<file path="src/rtl/sbox_rnd_feeder.sv">
// sbox_rnd_feeder: Galois-LFSR randomness source for the masked S-box buses.
// Optional macro FEEDER_RESEED_REQ_EN adds a periodic reseed request.
module sbox_rnd_feeder #(
    parameter int d          = 2,
    parameter int RND0_W     = 18,
    parameter int RND1_W     = 6,
    parameter int RND2_W     = 18,
    parameter int RND3_W     = 3,
    parameter int RESEED_LOG = 16
) (
    input  logic              clk,
    input  logic              rst_n,
    input  logic [31:0]       seed_data,
    input  logic              seed_valid,
    output logic              seed_ready,
    input  logic              reseed,
    output logic              rnd_valid,
    input  logic              rnd_ready,
    output logic [RND0_W-1:0] rnd_bus0w,
    output logic [RND1_W-1:0] rnd_bus1w,
    output logic [RND2_W-1:0] rnd_bus2w,
    output logic [RND3_W-1:0] rnd_bus3w,
    output logic              reseed_req
);

    localparam int RND_TOT = RND0_W + RND1_W + RND2_W + RND3_W;
    localparam int L       = (RND_TOT + 31) / 32;
    localparam int LW      = 32 * L;
    localparam int IDX_W   = (L > 1) ? $clog2(L) : 1;
    localparam int OFF1    = RND0_W;
    localparam int OFF2    = OFF1 + RND1_W;
    localparam int OFF3    = OFF2 + RND2_W;

    localparam logic [31:0] TAPS = 32'h80200003;

    // Share count only has to agree with the S-box; reject nonsense values early.
    if (d < 1 || RESEED_LOG < 1 || RND_TOT < 1) begin : g_param_check
        $error("sbox_rnd_feeder: bad parameters");
    end

    typedef enum logic [0:0] {
        SEED = 1'b0,
        RUN  = 1'b1
    } state_t;

    state_t           state;
    state_t           state_nxt;
    logic [LW-1:0]    lanes;
    logic [IDX_W-1:0] idx;
    logic             seed_acc;
    logic             hs;
    logic             last_word;

    function automatic logic [31:0] lfsr_step(input logic [31:0] s);
        logic [31:0] sh;
        sh = s >> 1;
        return s[0] ? (sh ^ TAPS) : sh;
    endfunction

    assign seed_acc  = seed_valid && seed_ready;
    assign hs        = rnd_valid && rnd_ready;
    assign last_word = (idx == IDX_W'(L - 1));

    assign rnd_bus0w = lanes[0    +: RND0_W];
    assign rnd_bus1w = lanes[OFF1 +: RND1_W];
    assign rnd_bus2w = lanes[OFF2 +: RND2_W];
    assign rnd_bus3w = lanes[OFF3 +: RND3_W];

    // Next state and handshake outputs; reseed overrides everything.
    always_comb begin
        state_nxt  = state;
        seed_ready = 1'b0;
        rnd_valid  = 1'b0;
        unique case (state)
            SEED: begin
                seed_ready = 1'b1;
                if (seed_acc && last_word) begin
                    state_nxt = RUN;
                end
            end
            RUN: begin
                rnd_valid = 1'b1;
            end
            default: state_nxt = SEED;
        endcase
        if (reseed) begin
            state_nxt = SEED;
        end
    end

    // State register, lane loading during seeding and lane stepping on handshake.
    always_ff @(posedge clk) begin
        if (!rst_n) begin
            state <= SEED;
            lanes <= '0;
            idx   <= '0;
        end else begin
            state <= state_nxt;
            for (int i = 0; i < L; i++) begin
                if (seed_acc && idx == IDX_W'(i)) begin
                    lanes[32*i +: 32] <= (seed_data == 32'h0) ? 32'h1 : seed_data;
                end else if (hs) begin
                    lanes[32*i +: 32] <= lfsr_step(lanes[32*i +: 32]);
                end
            end
            if (reseed || (seed_acc && last_word)) begin
                idx <= '0;
            end else if (seed_acc) begin
                idx <= idx + IDX_W'(1);
            end
        end
    end

`ifdef FEEDER_RESEED_REQ_EN
    logic [RESEED_LOG-1:0] step_cnt;
    logic                  req_q;

    // Count handshakes; raise a sticky request when the counter wraps.
    always_ff @(posedge clk) begin
        if (!rst_n) begin
            step_cnt <= '0;
            req_q    <= 1'b0;
        end else if (reseed) begin
            step_cnt <= '0;
            req_q    <= 1'b0;
        end else if (hs) begin
            step_cnt <= step_cnt + RESEED_LOG'(1);
            if (&step_cnt) begin
                req_q <= 1'b1;
            end
        end
    end

    assign reseed_req = req_q;
`else
    assign reseed_req = 1'b0;
`endif

endmodule
</file>
<file path="config.mk">
export PLATFORM = sky130hd
export DESIGN_NAME = sbox_rnd_feeder
export DESIGN_NICKNAME = d
export VERILOG_FILES = /design/src/rtl/sbox_rnd_feeder.sv
export SDC_FILE = /design/constraint.sdc
export NUM_CORES = 1
export LEC_CHECK = 0
export ABC_AREA = 1
export CAP_MARGIN = 5
export CELL_PAD_IN_SITES_DETAIL_PLACEMENT = 2
export CELL_PAD_IN_SITES_GLOBAL_PLACEMENT = 2
export CORE_MARGIN = 2
export CORE_UTILIZATION = 28
export CTS_BUF_LIST = sky130_fd_sc_hd__clkbuf_8
export DETAILED_ROUTE_END_ITERATION = 6
export PLACE_DENSITY_LB_ADDON = 0.25
export SYNTH_ARGS = -nofsm -noshare
export SYNTH_HDL_FRONTEND = slang
export SYNTH_SLANG_ARGS = --single-unit
</file>
<file path="constraint.sdc">
create_clock -name clk -period 1.5 [get_ports clk]
set_input_delay 0.225 -clock clk [delete_from_list [all_inputs] [get_ports clk]]
set_output_delay 0.225 -clock clk [all_outputs]
set_load 0.005 [all_outputs]
</file>
### Yosys cells after proc, flatten, opt, wreduce, memory -nomap -nowiden

Index checks and enable logic that the tools add are counted.

| storage, ports and cells | value |
|---|---|
| input bits | 37 |
| output and inout bits | 48 |
| word-level logic and storage cells | 30 |
| register bits | 66 |

| cells by class | value |
|---|---|
| reduce and logical (&&, ||, !) cells | 10 |
| add/subtract/negate cells | 1 |
| muxes and demuxes | 11 |
| bitwise logic cells | 4 |

Operator list:

| operator | number |
|---|---|
| 32-bit 2-to-1 mux | 7 |
| 32-bit zero test | 1 |
| 3-bit NOT with 4-bit output | 2 |
| 1-bit logical AND | 4 |
| 1-bit 2-to-1 mux | 4 |
| 2-bit nonzero test | 2 |
| 2-bit OR reduction | 2 |
| 1-bit NOT | 2 |
| 1-bit adder, second input constant | 1 |
| 1-bit logical OR | 1 |

### Depth between registers and ports, before layout

| depth | value |
|---|---|
| depth in word-level cells | 5 |
| mapped depth | 9 |
| depth with buffers taken out | 9 |

### Worst setup path after synthesis

No wires, ideal clock.

| path | value |
|---|---|
| path type | reg-to-reg |
| start | register state |
| end | register lanes[32] |
| buffers on the path | 1 |
| setup time | 109 ps |
| setup slack | 323 ps |
| period minus slack after synthesis | 1177 ps |
| data required time | 1391 ps |
| data arrival time | 1069 ps |
| cell stages (with the launch flop) | 9 |
| cells stage by stage | dfxtp_1 > nand2_2 > inv_2 > buf_2 > o21ai_0 > a21oi_1 > nor2_1 > nand2_1 > inv_1 |

| between the ends | value |
|---|---|
| cells in the longest elaborated chain, start to end | 4 |
| elaborated cells between the ends (all ways) | 7 |
| those cells by class | mux: 3; reduce/logical: 4 |

Ends and longest elaborated chain:

| what | line | source |
|---|---|---|
| start: declaration | 46 | `state_t state;` |
| start signal: assignment | 98 | `state <= state_nxt;` |
| 1-bit 2-to-1 mux | 74 | `unique case (state)` |
| 1-bit logical AND | 60 | `assign seed_acc = seed_valid && seed_ready;` |
| 1-bit logical AND | 100 | `if (seed_acc && idx == IDX_W'(i)) begin` |
| 32-bit 2-to-1 mux / 2-bit nonzero test (equally long branches) | -- |  |
| end signal: indexed assignment | 101 | `lanes[32*i +: 32] <= (seed_data == 32'h0) ? 32'h1 : seed_data;` |
| end signal: indexed assignment | 103 | `lanes[32*i +: 32] <= lfsr_step(lanes[32*i +: 32]);` |
| end: declaration | 48 | `logic [LW-1:0] lanes;` |

Parallel ways exist; a longest one is shown, timed or not.
A chain may end at the register's enable or synchronous reset.

### Worst setup path in the final report

| path | value |
|---|---|
| start | register state |
| end | output seed_ready |

| between the ends | value |
|---|---|
| cells in the longest elaborated chain, start to end | 1 |

Ends and longest elaborated chain:

| what | line | source |
|---|---|---|
| 1-bit 2-to-1 mux | 74 |  |
| end: declaration | 15 | `output logic seed_ready,` |

Every way passes these cells.

==> results.md <==
- The flow ran to the end, and the final reports show no timing, DRC or antenna violations.
- The fraction of final layout cells with drive strength greater than 1 is 15.1%.
- The first-pass GRT wire length is 19,600 um.
- The area growth from synthesis to layout is 33.2%.
- After detailed routing, the met2 layer carries 6020 um of wire.
- The floorplan die height is 116 um.
- In the global route stage, overall resource usage came out at 18.9%.
- The filler cells instantiated in the layout total 1,487.
- In the routed design, unresolved DRC markers number 0.
- Summing all placed instances gives a cell area of 4500 um^2.
- Setup violations remaining at the end of the flow were counted as 0.
- The die covers 13,400 um^2.
- Once routing completed, OpenROAD measured the worst setup slack at 0.0442 ns.
- During placement, the flow inserted port buffers numbering 83.
- The flip-flop and latch count after synthesis is 66.
- The number of buffers added by the clock tree synthesis step is 9.
- Counting tap cells, the placed design contains a total of 723 instances.
- The number of global-route vias before repair is 3,784.
- Between clock sinks in the finished design, the worst skew comes to 0.00537 ns.
- Sequential elements use 37.6% of the synthesized area.
- The worst slack at placement is -0.169 ns.
- The post-route antenna net violation count is 0.
- The detailed router used layers up to and including met4.
- The setup path with the least slack is of type reg2out.
- The number of nets produced by synthesis is 535.
- Of the available clock period, the critical path in the final layout requires 97.1%.
- The area taken by multi-input logic gates is 1390 um^2.
- The mean instance size in the synthesized netlist is 7.05 um^2.
- The tightest hold path in the finished design has a slack of 0.485 ns.
- STA puts the critical path data arrival time at 1.23 ns.
- The worst hold path class is in2reg.
- The detailed-route wire length on metal 1 is 5270 um.
- The distinct cell type count of the synthesized netlist is 26.
- The fmax is 0.687 GHz.
- The floorplan step defined a core boundary enclosing 12,100 um^2.
- The H-tree level count is 3.
- Once layout is complete, the cells apart from fillers number 737.
- STA classifies the critical path endpoint as a primary output.
- The cell type contributing the most total cell area after synthesis is sky130_fd_sc_hd__dfxtp_1.
- The post-layout net count is 604.
- The routed via count is 3,476.
- The floorplan has 40 rows.
- Summed over all layers, the routed wires come to 11,900 um.
- The family with the most delay on the worst path is buffers and inverters.
- The slowest library cell on the worst path is sky130_fd_sc_hd__clkdlybuf4s50_1.
- The width of the die is 116 um.
- The total overflow left after global routing is 0.
- At the end of routability-driven placement, the weighted congestion stood at 0.766.
- The worst path buffer plus inverter count is 2.
- Ranked by total cell area, the synthesized netlist is headed by sky130_fd_sc_hd__dfxtp_1, sky130_fd_sc_hd__nand2_1, sky130_fd_sc_hd__buf_4, sky130_fd_sc_hd__inv_1, sky130_fd_sc_hd__a211oi_1.
- The clock tree root buffer cell is sky130_fd_sc_hd__clkbuf_8.
- Setup repair after global routing left no endpoint under its margin.
- The mean routed wirelength per cell is 16.2 um.
- The number of antenna diodes in the final layout is 0.
- For this run, the slowest stage of the critical path takes 0.49 ns.
- The first-pass iteration count of the detailed router is 6.
- The critical path goes through inv_2 -> clkdlybuf4s50_1.
- For this run, the number of Yosys warnings is 0.
- The number of antenna violations at the first check in global routing is 0.
- In this run the static leakage power is 0.00220 uW.
- The mapped netlist covers 3510 um^2.
- In this run the deepest clock path goes through 2 buffers.
- Wire segments on met3 add up to 314 um in the final route.
- The effective utilization at floorplan is 29.0%.
- Entering global routing, the biggest net connects 32 pins.
- Across the whole layout, storage elements account for 1350 um^2.
- The number of pins with negative max-slew slack in the final report is 0.
- Synthesis produced 498 cells.
- TritonCTS built the clock tree.
- Summed over its instances, the top area cell type makes up 37.6% of the synthesized netlist area.
- The ratio of total power to cell area is 833 nW/um^2.
- The clock latency on the worst-skew pair is 0.35 ns.
- After clock tree synthesis, the clock-pin slew on the worst setup and hold paths is 0.07 ns.
- In the final timing run, aggregate negative setup slack is 0 ns.
- The required time of the critical path is 1.27 ns.
- The worst-path maximum fanout is 3.
- The number of hold-slack violations in the final timing report is 0.
- The TritonCTS sink count is 66.
- For the finished layout, the period the worst path requires is 1.46 ns.
- The kind of start point of the critical path is a register.
- The I/O pin total is 85.
- Dividing the detail-routed via count by the number of cells gives 4.72.
- The peak ir drop on the vdd network is 0.000316 V.
- Once layout is done, the placed cells without fillers occupy 4680 um^2.
- The count of maximum capacitance violations is 0.
- The first routing iteration left 73 violations.
- Once detailed placement completed, the half-perimeter wirelength came to 8930 um.
-- power by group --
group / switching (uW) / total [uW] / internal (uW) / leakage [uW]
registers: 68.7 / 1920 / 1850 / 0.000548
clock network: 670 / 1220 / 552 / 0.0000846
logic: 360 / 755 / 396 / 0.00156
-- Yosys cell counts --
library cell,number
sky130_fd_sc_hd__nand2_1,139
sky130_fd_sc_hd__inv_1,80
sky130_fd_sc_hd__dfxtp_1,66
sky130_fd_sc_hd__buf_4,46
sky130_fd_sc_hd__a21oi_1,32
sky130_fd_sc_hd__a211oi_1,30
sky130_fd_sc_hd__o221ai_1,25
sky130_fd_sc_hd__buf_2,19
sky130_fd_sc_hd__nor2_1,18
sky130_fd_sc_hd__o21ai_0,11
sky130_fd_sc_hd__clkbuf_1,6
sky130_fd_sc_hd__inv_2,5
sky130_fd_sc_hd__o211ai_1,5
sky130_fd_sc_hd__nand3_1,3
sky130_fd_sc_hd__a31oi_1,2
sky130_fd_sc_hd__buf_1,1
sky130_fd_sc_hd__buf_6,1
sky130_fd_sc_hd__conb_1,1
sky130_fd_sc_hd__nand2_2,1
sky130_fd_sc_hd__nand2_4,1
sky130_fd_sc_hd__nand3_2,1
sky130_fd_sc_hd__nand3b_4,1
sky130_fd_sc_hd__nand4_1,1
sky130_fd_sc_hd__nor3_1,1
sky130_fd_sc_hd__nor4_1,1
sky130_fd_sc_hd__xnor2_1,1
-- routing by layer --
metal  GRT usage (%)  vias to the layer above
met1            23.8                     1695
li1                -                     1692
met2            32.5                       67
met3            2.25                       22
met5               0                        -
met4            8.33                        0
-- path summary, 6_finish.rpt --
check               endpoint  cells after the start  slack [ns]           from
hold / removal     lanes[57]                      3        0.49  seed_data[25]
setup / recovery  seed_ready                      2        0.04          state
hold reg to reg    lanes[62]                      2        0.49      lanes[62]
setup reg to reg    lanes[0]                      9        0.12          state
-- flip-flops by register name (all words and copies together), names as in the netlist --
name,flops
lanes,64
idx,1
state,1
-- cell type report --
cell class,count,share of cell area (%)
multi-input combinational,274,29.8
sequential,66,28.8
timing repair buffer,131,27.1
inverter,85,6.88
tap,168,4.50
clock buffer,9,2.65
clock inverter,4,0.348
-- through the flow --
stage                     total power [uW]  util, %
final                                 3900     38.6
after global routing                  4120     38.6
after CTS                             3950     38.4
after detailed placement              2710     37.2
after global placement                2680     37.2
after floorplan                       2350        -
-- placed cells by master, fill, tap and decap left out, types with 5 or more instances in the layout --
cell type,count
sky130_fd_sc_hd__a211oi_1,30
sky130_fd_sc_hd__o221ai_1,25
sky130_fd_sc_hd__buf_4,42
sky130_fd_sc_hd__nor2_1,18
sky130_fd_sc_hd__buf_12,6
sky130_fd_sc_hd__o211ai_1,5
sky130_fd_sc_hd__clkdlybuf4s50_1,82
sky130_fd_sc_hd__a21oi_1,32
sky130_fd_sc_hd__inv_1,83
sky130_fd_sc_hd__dfxtp_1,47
sky130_fd_sc_hd__o21ai_0,11
sky130_fd_sc_hd__nand2_1,139
sky130_fd_sc_hd__dfxtp_2,18
sky130_fd_sc_hd__clkbuf_8,9
-- cell families after synthesis --
logic type	after synthesis	share of synthesized area, %
DFF	66	37.6
other	1	0.107
buffers and inverters	158	22.7
AOI/OAI and AO/OA	105	20.2
xor gates and xnor gates	1	0.250
and+or+nand+nor	167	19.1
-- timing repair --
item                                    in CTS  in global routing
pin swaps                                    0                  0
resized for setup                            7                 16
setup buffers                                1                  0
endpoints found under the setup margin       8                 17
hold buffers                                 0                  0
cloned                                       0                  0
-- worst min-delay path, cell delays in order --
cell and delay, ns:
sky130_fd_sc_hd__clkdlybuf4s50_1 0.39, sky130_fd_sc_hd__inv_1 0.09, sky130_fd_sc_hd__a211oi_1 0.07
(Power assumes the default switching activity.)
